[config.mk]
export PLATFORM = sky130hd
export DESIGN_NAME = handshake_constant_seq
export DESIGN_NICKNAME = d
export VERILOG_FILES = /design/src/rtl/handshake_constant_seq.sv
export SDC_FILE = /design/constraint.sdc
export NUM_CORES = 1
export LEC_CHECK = 0
export BUFFER_PORTS_ARGS = -buffer_cell sky130_fd_sc_hd__buf_2
export CORE_AREA = 2 2 39 41
export DETAILED_ROUTE_END_ITERATION = 6
export DIE_AREA = 0 0 41 43
export GPL_TIMING_DRIVEN = 0
export PLACE_DENSITY = 0.64
export SETUP_SLACK_MARGIN = 0.4
export SLEW_MARGIN = 5
export SYNTH_ARGS = -nofsm -noshare
export SYNTH_HDL_FRONTEND = slang
export SYNTH_SLANG_ARGS = --single-unit
[constraint.sdc]
create_clock -name clk -period 1.53 [get_ports clk]
set_input_delay 0.0765 -clock clk [delete_from_list [all_inputs] [get_ports clk]]
set_output_delay 0.0765 -clock clk [all_outputs]
set_load 0.01 [all_outputs]
[src/rtl/handshake_constant_seq.sv]
// Purpose: on each accepted ctrl token, emit REPEAT copies of the constant VALUE on a valid/ready output.
// Latency: first outs_valid one cycle after the ctrl handshake; one token per cycle after that, no bubbles between bursts.
// Backpressure: outs_ready low freezes state, count and outputs; ctrl_ready is only offered when idle or on the final token.
// Optional: define HANDSHAKE_CONSTANT_SEQ_IDX_EN to add outs_idx (zero-based token index within the burst).
module handshake_constant_seq #(
    parameter int          DATA_WIDTH = 32,
    parameter int unsigned VALUE      = 0,
    parameter int          REPEAT     = 1
) (
    input  logic                  clk,
    input  logic                  rst,
    input  logic                  ctrl_valid,
    output logic                  ctrl_ready,
    output logic [DATA_WIDTH-1:0] outs,
    output logic                  outs_valid,
    output logic                  outs_last,
    input  logic                  outs_ready
`ifdef HANDSHAKE_CONSTANT_SEQ_IDX_EN
    ,
    output logic [15:0]           outs_idx
`endif
);

    localparam int                     CNT_W     = $clog2(REPEAT + 1);
    localparam logic [CNT_W-1:0]       LP_REPEAT = CNT_W'(REPEAT);
    localparam logic [CNT_W-1:0]       LP_ONE    = CNT_W'(1);
    localparam logic [DATA_WIDTH-1:0]  LP_VALUE  = DATA_WIDTH'(VALUE);
    localparam logic                   LP_SINGLE = (REPEAT == 1);

    typedef enum logic {
        S_IDLE = 1'b0,
        S_EMIT = 1'b1
    } state_t;

    state_t           r_state;
    logic [CNT_W-1:0] r_cnt;
    logic             r_valid;
    logic             r_last;
    logic [CNT_W-1:0] w_cnt_dec;
    logic             w_ctrl_ready;

`ifdef HANDSHAKE_CONSTANT_SEQ_IDX_EN
    logic [15:0]      r_idx;
`endif

    assign w_cnt_dec = r_cnt - LP_ONE;

    // r_last mirrors (EMIT && cnt==1), so the next ctrl token can only be taken when the last token leaves this cycle.
    assign w_ctrl_ready = (r_state == S_IDLE) || (r_last && outs_ready);

    // Burst FSM: state, remaining count and registered output flags move together.
    always_ff @(posedge clk) begin
        if (!rst) begin
            r_state <= S_IDLE;
            r_cnt   <= '0;
            r_valid <= 1'b0;
            r_last  <= 1'b0;
`ifdef HANDSHAKE_CONSTANT_SEQ_IDX_EN
            r_idx   <= 16'd0;
`endif
        end else begin
            case (r_state)
                S_IDLE: begin
                    if (ctrl_valid) begin
                        r_state <= S_EMIT;
                        r_cnt   <= LP_REPEAT;
                        r_valid <= 1'b1;
                        r_last  <= LP_SINGLE;
`ifdef HANDSHAKE_CONSTANT_SEQ_IDX_EN
                        r_idx   <= 16'd0;
`endif
                    end
                end
                S_EMIT: begin
                    if (outs_ready) begin
                        if (r_last) begin
                            if (ctrl_valid) begin
                                // Back-to-back burst: reload without dropping outs_valid.
                                r_cnt   <= LP_REPEAT;
                                r_last  <= LP_SINGLE;
`ifdef HANDSHAKE_CONSTANT_SEQ_IDX_EN
                                r_idx   <= 16'd0;
`endif
                            end else begin
                                r_state <= S_IDLE;
                                r_cnt   <= '0;
                                r_valid <= 1'b0;
                                r_last  <= 1'b0;
`ifdef HANDSHAKE_CONSTANT_SEQ_IDX_EN
                                r_idx   <= 16'd0;
`endif
                            end
                        end else begin
                            r_cnt  <= w_cnt_dec;
                            r_last <= (w_cnt_dec == LP_ONE);
`ifdef HANDSHAKE_CONSTANT_SEQ_IDX_EN
                            r_idx  <= r_idx + 16'd1;
`endif
                        end
                    end
                end
                default: begin
                    r_state <= S_IDLE;
                    r_cnt   <= '0;
                    r_valid <= 1'b0;
                    r_last  <= 1'b0;
`ifdef HANDSHAKE_CONSTANT_SEQ_IDX_EN
                    r_idx   <= 16'd0;
`endif
                end
            endcase
        end
    end

    assign ctrl_ready = w_ctrl_ready;
    assign outs       = LP_VALUE;
    assign outs_valid = r_valid;
    assign outs_last  = r_last;
`ifdef HANDSHAKE_CONSTANT_SEQ_IDX_EN
    assign outs_idx   = r_idx;
`endif

endmodule
==> results of run 1 <==
layout by cell type, fill, tap and decap left out:
cell,instances
sky130_fd_sc_hd__buf_4,32
sky130_fd_sc_hd__conb_1,32
sky130_fd_sc_hd__buf_2,6
sky130_fd_sc_hd__clkbuf_4,3
sky130_fd_sc_hd__dfxtp_1,2
sky130_fd_sc_hd__a21boi_4,1
sky130_fd_sc_hd__inv_1,1
sky130_fd_sc_hd__o21a_1,1
sky130_fd_sc_hd__nor2b_2,1
sky130_fd_sc_hd__and2_1,1
sky130_fd_sc_hd__nand4b_1,1
sky130_fd_sc_hd__o311a_1,1
sky130_fd_sc_hd__o211a_1,1
sky130_fd_sc_hd__clkbuf_1,1
sky130_fd_sc_hd__dfxtp_2,1
cell usage after synthesis:
| cell | count | share of area, % |
|---|---|---|
| sky130_fd_sc_hd__o21a_1 | 1 | 2.0 |
| sky130_fd_sc_hd__nand4b_1 | 1 | 2.4 |
| sky130_fd_sc_hd__o311a_1 | 1 | 2.7 |
| sky130_fd_sc_hd__conb_1 | 1 | 1.0 |
| sky130_fd_sc_hd__inv_1 | 1 | 1.0 |
| sky130_fd_sc_hd__o211a_1 | 1 | 2.7 |
| sky130_fd_sc_hd__buf_4 | 32 | 66 |
| sky130_fd_sc_hd__and2_1 | 1 | 1.7 |
| sky130_fd_sc_hd__nor2b_2 | 1 | 2.4 |
| sky130_fd_sc_hd__a21boi_0 | 1 | 2.0 |
| sky130_fd_sc_hd__dfxtp_1 | 3 | 16 |
critical path: stages, from the launching register on:
cell,delay [ns]
sky130_fd_sc_hd__dfxtp_2,0.35
sky130_fd_sc_hd__a21boi_4,0.18
sky130_fd_sc_hd__inv_1,0.05
sky130_fd_sc_hd__buf_2,0.13
cells by family (layout without fill, tap and decap cells):
kind of cell | after synthesis | in the layout | synth area share (%)
buffers and inverters | 33 | 43 | 66.6
AOI/OAI and AO/OA | 4 | 4 | 9.56
DFF | 3 | 3 | 16.4
and+or+nand+nor | 3 | 3 | 6.49
other | 1 | 32 | 1.02
layout make-up:
| class | count | area [um^2] | share of cell area [%] |
|---|---|---|---|
| plain buffers | 32 | 240 | 42.0 |
| multi-input cells | 39 | 190 | 33.3 |
| flip-flops and latches | 3 | 61.3 | 10.7 |
| repair buffers | 6 | 30.0 | 5.25 |
| clock buffers | 4 | 26.3 | 4.60 |
| well taps | 16 | 20.0 | 3.50 |
| inverters | 1 | 3.75 | 0.656 |
flip-flops by register name, indices dropped and copies added, names as in the netlist:
name        cells
outs_last       1
r_state         1
outs_valid      1
per-layer routing:
layer	routed length (um)	track usage, %
met5	0	0
met1	133	6.43
met2	299	10.6
met3	99	1.57
met4	26	10.0
through the flow:
step / instance area, um^2 / total power, mW / instances / setup WS [ns]
floorplan: 483 / 0.201 / 75 / 0.707
global placement: 533 / 0.214 / 97 / 0.648
detailed placement: 533 / 0.215 / 97 / 0.624
CTS: 559 / 0.360 / 101 / 0.426
global route: 572 / 0.388 / 101 / 0.451
finish: 572 / 0.363 / 101 / 0.519
power by group through the flow:
stage / Combinational, mW / Sequential [mW] / Clock (mW)
CTS: 0.124 / 0.0907 / 0.146
global placement: 0.122 / 0.0918 / 0
detailed placement: 0.123 / 0.0917 / 0
finish: 0.130 / 0.0928 / 0.140
floorplan: 0.107 / 0.0935 / 0
global route: 0.145 / 0.0937 / 0.150
repair_timing:
item,4_1_cts,5_1_grt
setup buffers,0,0
gates resized for setup,1,3
pin swaps,0,0
hold endpoints to repair,0,0
endpoints found under the setup margin,1,1
path summary, 6_finish.rpt:
check	to
setup / recovery	ctrl_ready
hold / removal	r_state
setup reg to reg	outs_last
hold reg to reg	outs_valid
==> results summary, run 1 <==
STA puts the critical path data required time at 1.45 ns. The die is 43 um tall. The number of synthesized register bits is 3. The total power density per cell area is 635 nW/um^2. STA classifies the critical path startpoint as a flop. The CTS H-tree depth came out at 1.

During synthesis, Yosys emitted a total of 0 warnings. The worst-case clock skew is 0.00312 ns. The pin count of the biggest net entering global routing is 5. The worst hold path begins at ctrl_valid. Summed over all nets, the switching power comes to 0.109 mW.

The largest fanout of any net on the critical path came out at 4. The fill cell instance count of the final layout came out at 158. After layout, the minimum clock period comes to 1.01 ns. The cell area after technology mapping came out at 367 um^2. The number of violations reported at the end of detailed-routing iteration 0 is 0. The total congestion overflow came out at 0. The clock transition at the registers of the reported paths is 0.03 ns. Summed over all layers, the routed wires come to 559 um. The final core utilization is 41.3%.

The per-instance average area after synthesis is 8.33 um^2. The number of antenna violations at the first check in global routing came to 0. After detailed routing, the number of remaining DRC violations is 0.

The cell leakage power came out at 0.380 nW. The routed via count is 285. The clock root buffer master is sky130_fd_sc_hd__clkbuf_4.

After technology mapping, the gate count stands at 44. The startpoint of the worst-slack reg-to-reg timing path is r_state. The global placer's final weighted congestion came out at 0.597.

In the final design database the tool counted 90 nets. The part of the power in combinational logic is 35.9%. The hold-critical path depth came out at 2. The wire length of the first global-routing pass is 772 um. The flow ran to the end, and the final reports show no timing, DRC or antenna violations.

Yosys mapped the design onto 11 distinct sky130hd cell types. The count of buffers inserted at the top-level ports is 6. The setup slack of the most critical reg-to-reg path came out at 0.69 ns. Across the run, the number of max-cap violations was 0. The number of cells on the worst reg-to-reg path is 2.

The internal cell power is 0.254 mW. The TritonCTS clock tree is built. In the final routed layout, each cell accounts on average for 5.53 um. Setup repair after global routing left no endpoint under its margin.

The number of global-route vias before repair came out at 194. The number of setup violations in the final report came out at 0. In this run, post-CTS hold repair placed 0 buffers. For the worst-skew pair, the clock arrives at the later sink with an insertion delay of 0.23 ns. The final-layout worst hold slack came out at 0.0826 ns.

The type of the tightest min-delay check is in -> reg. After detailed routing, the number of vias per cell comes to 2.82. The starting density of the core came out at 26.5%. Net switching is 29.9% of the power. Global routing consumed, over all layers together, 7.23% of the routing resources.

The proportion of synthesized chip area in sequential cells is 16.4%. The final count of hold timing violations is 0. The number of max-slew violations in the final report is 0. The post-detailed-route count of antenna-violating nets is 0. The die covers 1760 um^2.

The startpoint of the worst setup timing path is r_state. The number of sinks driven by the clock tree came out at 3. Pin placement for this block handled 39 I/O pins. In the final layout, the share of cells above drive strength 1 is 51.8%. The synthesis-to-layout area growth is 56.0%. The total iterations of the first detailed-routing run is 1. The critical path is of the reg -> out type.

The data arrival at the endpoint of the critical path is 0.93 ns. The proportion of power drawn by flip-flops and latches is 25.6%. The timing-limited maximum frequency came out at 0.989 GHz. The maximum clock path buffer count came out at 2. The number of rows created at floorplan came out at 14. The total negative setup slack is 0 ns. The clock network accounts for 38.5% of the total power. The portion of the clock cycle consumed by the worst path in the final layout is 66.1%. The number of buffers added by the clock tree synthesis step came out at 3. STA classifies the critical path endpoint as a primary output. The horizontal extent of the die is 41 um. The area of the core came out at 1380 um^2. The count of inserted antenna diode cells came out at 0. The worst ir drop on vdd is 528 uV. The detailed-placement wirelength estimate is 488 um.
No activity file was read; power rests on OpenSTA's default activity.
==> run 2, diff against run 1 <==
Settings changed: PLACE_DENSITY 0.64 to 0.67.
Clock period 1.53 ns to 0.8 ns, I/O delays scaled along.
==> results summary, run 2 (same netlist as run 1, synthesis figures left out) <==
The final count of hold timing violations came to 0. The top cell types in the final layout, fill and taps aside, are sky130_fd_sc_hd__buf_4, sky130_fd_sc_hd__conb_1, sky130_fd_sc_hd__buf_2. OpenSTA, run right after detailed placement, puts the worst setup slack at -0.0323 ns. The number of violations of the max-capacitance limit is 0. Summed over all layers, the routed wires come to 604 um. The clock insertion delay at the later pin of the skew report is 0.23 ns. The total negative setup slack came out at -0.400 ns. The synthesis-to-layout area growth is 67.2%.

Per report_power, the clock group accounts for 36.9% of the total. After the first detailed-routing iteration, the DRC count stood at 1. The detailed-route DRC error count came out at 0.

The finished layout holds 104 standard cells, fillers aside. Setup violations remaining at the end of the flow were counted as 4. The number of max-slew violations in the final report is 0. The count of inserted antenna diode cells came out at 0. The internal cell power came out at 0.511 mW.

The switching part of the total power is 29.3%. The total die area is 1760 um^2. The detailed-placement wirelength estimate came out at 523 um. The global placer's final weighted congestion is 0.603. Power spread over the standard cell area amounts to 1180 nW/um^2. The total iterations of the first detailed-routing run came out at 2.

The routed via count is 300. After detailed routing, the average wire length per cell comes to 5.81 um. The flow ran to the end, but the final reports show violations. The library cell used most frequently in the layout, excluding fill and tap cells, is sky130_fd_sc_hd__buf_4. The floorplan has 14 rows.

After clock tree synthesis, the clock-pin slew on the worst setup and hold paths is 0.04 ns. The part of the power in combinational logic came out at 38.5%. By startpoint and endpoint, the worst setup path is classified as reg -> out. The total number of nets in the final design is 93. The overall track demand over capacity in global routing came out at 7.41%. The proportion of power drawn by flip-flops and latches is 24.6%.

The maximum clock path buffer count is 2. The worst setup path is launched from a flop. The total congestion overflow came out at 0. The portion of the clock cycle consumed by the worst path in the final layout came out at 119%. The chip height is 43 um.

At the end of the flow the core is filled with cells to 44.3%. The kind of capture point of the worst setup path is a primary output. The initial utilization of the core area, before any placement, comes to 26.5%. In this run, placement finished with an instance count of 97. TritonCTS built the clock tree.

The worst-case clock skew came out at 0.000140 ns. The largest fanout of any net on the critical path is 4. The CTS H-tree depth came out at 1. Traced cell by cell, the critical path runs through a21boi_2, inv_1, buf_2.

The delay of the slowest cell on the worst path is 0.33 ns. The checks that failed: setup timing. The required time of the critical path is 0.76 ns.

The wire length of the first global-routing pass is 828 um. The area of the core came out at 1380 um^2. Entering global routing, the biggest net connects 5 pins.

The number of sinks driven by the clock tree is 3. Among all stages on the critical path, the largest delay is contributed by sky130_fd_sc_hd__dfxtp_2. The post-route netlist has 55.7% of its cells at a drive strength greater than 1.

The min-delay analysis places its worst path in the category in -> reg. The timing-limited maximum frequency is 1.05 GHz. Clock tree synthesis selected as its root buffer the cell sky130_fd_sc_hd__clkbuf_4. The number of buffers added by the clock tree synthesis step is 3. In this run, post-CTS hold repair placed 0 buffers. Once detail routing completed, the nets flagged for antenna violations numbered 0. In this run the static leakage power is 0.400 nW. The number of antenna violations at the first check in global routing is 0. IR analysis of the VDD net gives a maximum drop of 599 uV.

Once routing completed, OpenROAD measured the worst setup slack at -0.150 ns. Setup repair after global routing could not meet its margin everywhere. The horizontal extent of the die is 41 um.

The number of global-route vias before repair is 230. In the routed layout, each cell is associated on average with a via count of 2.88. The data arrival at the endpoint of the critical path came out at 0.91 ns. The total net switching power is 0.212 mW.

The total I/O pin count came out at 39. The count of buffers inserted at the top-level ports is 6. The time the final worst path needs with I/O delays and setup is 0.950 ns.
==> run 2: changes by cell type in the layout (fill, tap and decap cells not counted), sizes merged <==
cell / change
buf: +3
==> run 2: worst max-delay path: cells and delay by family (launching register included) <==
kind / cells / cell delay, ns
buffers and inverters: 2 / 0.18
DFF: 1 / 0.33
AOI/OAI and AO/OA: 1 / 0.17
==> run 2: final timing paths <==
check             slack [ns]          to        from  cells after the start
setup / recovery       -0.15  ctrl_ready     r_state                      3
hold / removal          0.04     r_state         rst                      2
setup reg to reg       -0.14   outs_last     r_state                      4
hold reg to reg         0.50  outs_valid  outs_valid                      1
==> run 2: through the flow <==
step / cell area, um^2 / hold slack [ns] / power (mW)
2_1_floorplan: 488 / 0.157 / 0.388
3_3_place_gp: 538 / 0.270 / 0.413
3_5_place_dp: 538 / 0.282 / 0.416
4_1_cts: 597 / 0.0361 / 0.721
5_1_grt: 613 / 0.0516 / 0.790
6_report: 613 / 0.0437 / 0.723
==> run 2: per-layer routing <==
layer	GRT usage [%]	vias up	part of all wire [%]
li1	-	162	-
met1	4.79	114	28
met2	12.8	24	57
met3	3.14	0	15
met4	8.00	0	0
met5	0	-	0
==> run 2: final cells by class <==
type	count	area, um^2
timing repair buffer	9	68.8
buffer	32	240
inverter	1	3.75
fill	156	771
sequential	3	66.3
tap	16	20.0
multi-input combinational	39	188
clock buffer	4	26.3
==> run 2: repair_timing <==
action | CTS | global route
resized for setup | 5 | 2
setup buffers | 2 | 1
pin swaps | 0 | 1
setup endpoints to repair | 6 | 6
==> run 2: power groups by stage <==
| stage | clock [mW] | sequential (mW) | combinational (mW) |
|---|---|---|---|
| 2_1_floorplan | 0 | 0.181 | 0.207 |
| 3_3_place_gp | 0 | 0.177 | 0.236 |
| 3_5_place_dp | 0 | 0.178 | 0.238 |
| 4_1_cts | 0.283 | 0.178 | 0.260 |
| 5_1_grt | 0.302 | 0.180 | 0.308 |
| 6_report | 0.267 | 0.178 | 0.278 |
==> run 3, diff against run 2 <==
Settings changed: CTS_CLUSTER_SIZE set to 16, PLACE_DENSITY 0.67 to 0.64.
Clock period 0.8 ns to 1.2 ns, I/O delays scaled along.
==> results summary, run 3 (same netlist as run 1, synthesis figures left out) <==
In this run the horizontal extent of the chip is 41 um. In this run the standard cell core region covers 1380 um^2. The post-detailed-route wirelength per cell is 5.27 um. The total buffers and inverters traversed by the critical path is 2. STA puts the critical path data arrival time at 0.91 ns. The count of inserted antenna diode cells came out at 0.

The fraction of layout instances using a drive strength above 1 is 53.5%. The number of rows created at floorplan came out at 14. The overall track demand over capacity in global routing is 6.52%. The total detailed-routing wirelength is 538 um. The routed via count came out at 292. The timing-limited maximum frequency is 1.03 GHz.

The kind of capture point of the worst setup path is a primary output. The final core utilization is 42.6%. The average via count per standard cell is 2.86. At the end of routability-driven placement, the weighted congestion stood at 0.593. Traced cell by cell, the critical path runs through a21boi_4, inv_1, buf_2.

The detailed-route DRC error count came out at 0. For hold timing, the worst endpoint is r_state. The area of placed instances came out at 534 um^2. The worst setup timing slack at the placement stage is 0.334 ns. The worst-case clock skew is 0.00638 ns. In this run, the number of DRC markers left after iteration 0 of detailed routing was 2. The number of antenna violations at the first check in global routing was 0. The synthesis-to-layout area growth is 60.8%. The clock passes through at most 2 buffers. The number of max-slew violations in the final report is 0. The final count of hold timing violations is 0. The total I/O pin count came out at 39. After legalization and detailed placement, the total HPWL measured 473 um. The worst register-to-register path ends at outs_last.

The cell leakage power came out at 0.384 nW. The number of global-route vias before repair was 211. The total iterations of the first detailed-routing run came out at 4. The clock transition at the registers of the reported paths is 0.04 ns. The die is 43 um tall. In the layout the commonest cells are sky130_fd_sc_hd__buf_4, sky130_fd_sc_hd__conb_1, sky130_fd_sc_hd__buf_2. Summed over all failing endpoints, the final setup total negative slack is 0 ns. The total power density per cell area is 801 nW/um^2.

The worst setup path is launched from a flop. The setup path with the least slack is of type reg -> out. The number of setup violations in the final report came out at 0. The run finished with clean final reports.

The total die area is 1760 um^2. The startpoint identified for the worst register-to-register timing path is r_state. The wire length of the first global-routing pass is 752 um.

The filler cells instantiated in the layout total 148. The number of sinks driven by the clock tree is 3. The final setup slack of the worst path is 0.229 ns.

The time the final worst path needs with I/O delays and setup came out at 0.971 ns. TritonCTS built the clock tree. The number of violations of the max-capacitance limit is 0. Once detail routing completed, the nets flagged for antenna violations numbered 0.

For this design, the slowest cell found on the critical path is sky130_fd_sc_hd__dfxtp_2. The kind of cell with the highest combined delay along the critical path is flip-flops. The number of cells on the worst reg-to-reg path is 3. The clock root buffer master is sky130_fd_sc_hd__clkbuf_4.

The total congestion overflow is 0. The count of buffers inserted at the top-level ports is 6. The clock reaches the later pin of the worst-skew pair after 0.24 ns.

The delay of the slowest cell on the worst path is 0.32 ns. The pin count of the biggest net entering global routing is 5. The library cell used most frequently in the layout, excluding fill and tap cells, is sky130_fd_sc_hd__buf_4. In this run the worst hold path is classified as in -> reg. In this run the most critical hold path is launched from rst. In this run, CTS created clock tree buffers numbering 3.

The required time of the critical path came out at 1.14 ns. The CTS H-tree depth is 1. The starting density of the core is 26.5%.

The worst ir drop on vdd came out at 450 uV. The setup slack of the most critical reg-to-reg path is 0.24 ns. The finished cells cover 589 um^2. The largest fanout of any net on the critical path came out at 2. Setup repair after global routing could not meet its margin everywhere. The total number of nets in the final design came out at 91.

The quantity of hold-fixing buffers added after cts is 0. Of the available clock period, the critical path in the final layout requires 80.9%. The worst hold path passes through 2 cells.
[run 3: changes by cell type in the layout (fill, tap and decap cells not counted)]
cell	delta
sky130_fd_sc_hd__a21boi_2	-1
sky130_fd_sc_hd__buf_2	+1
sky130_fd_sc_hd__nor2b_2	+1
sky130_fd_sc_hd__dfxtp_2	-1
sky130_fd_sc_hd__buf_6	-2
sky130_fd_sc_hd__dfxtp_1	+1
sky130_fd_sc_hd__a21boi_4	+1
sky130_fd_sc_hd__buf_4	-1
sky130_fd_sc_hd__nor2b_4	-1
[run 3: area by class of cell]
class / instances / area [um^2] / share of cell area, %
Tap cell: 16 / 20.0 / 3.40
Multi-Input combinational cell: 39 / 190 / 32.3
Sequential cell: 3 / 65.1 / 11.0
Timing Repair Buffer: 7 / 43.8 / 7.43
Inverter: 1 / 3.75 / 0.637
Clock buffer: 4 / 26.3 / 4.46
Buffer: 32 / 240 / 40.8
[run 3: metrics by stage]
step                      cells  hold WS, ns  total power, mW
final                       102       0.0573            0.472
after global routing        102       0.0711            0.507
after CTS                   102       0.0523            0.467
after detailed placement     97        0.301            0.274
after global placement       97        0.297            0.274
after floorplan              75        0.178            0.257
[run 3: worst max path at each step]
| stage | to | depth (start not counted) | slack, ns | from |
|---|---|---|---|---|
| floorplan | outs_last | 2 | 0.38 | r_state |
| global placement | ctrl_ready | 3 | 0.36 | r_state |
| detailed placement | ctrl_ready | 3 | 0.33 | r_state |
| CTS | ctrl_ready | 3 | 0.22 | r_state |
| global route | ctrl_ready | 3 | 0.17 | r_state |
| finish | ctrl_ready | 3 | 0.23 | r_state |
[run 3: timing repair]
item,4_1_cts,5_1_grt
setup buffers,1,0
resized for setup,3,3
pin swaps,0,1
setup endpoints to repair,4,4
[run 3: power by group]
part           leakage, nW  internal [mW]  switching [mW]
logic                0.344         0.0963          0.0778
registers           0.0258          0.110         0.00814
clock network       0.0150          0.125          0.0556
[run 3: metal layers]
metal	global-route usage, %	share of wire, %
met1	5.45	27
met2	11.3	54
met3	1.57	17
met4	6.00	1.5
met5	0	0
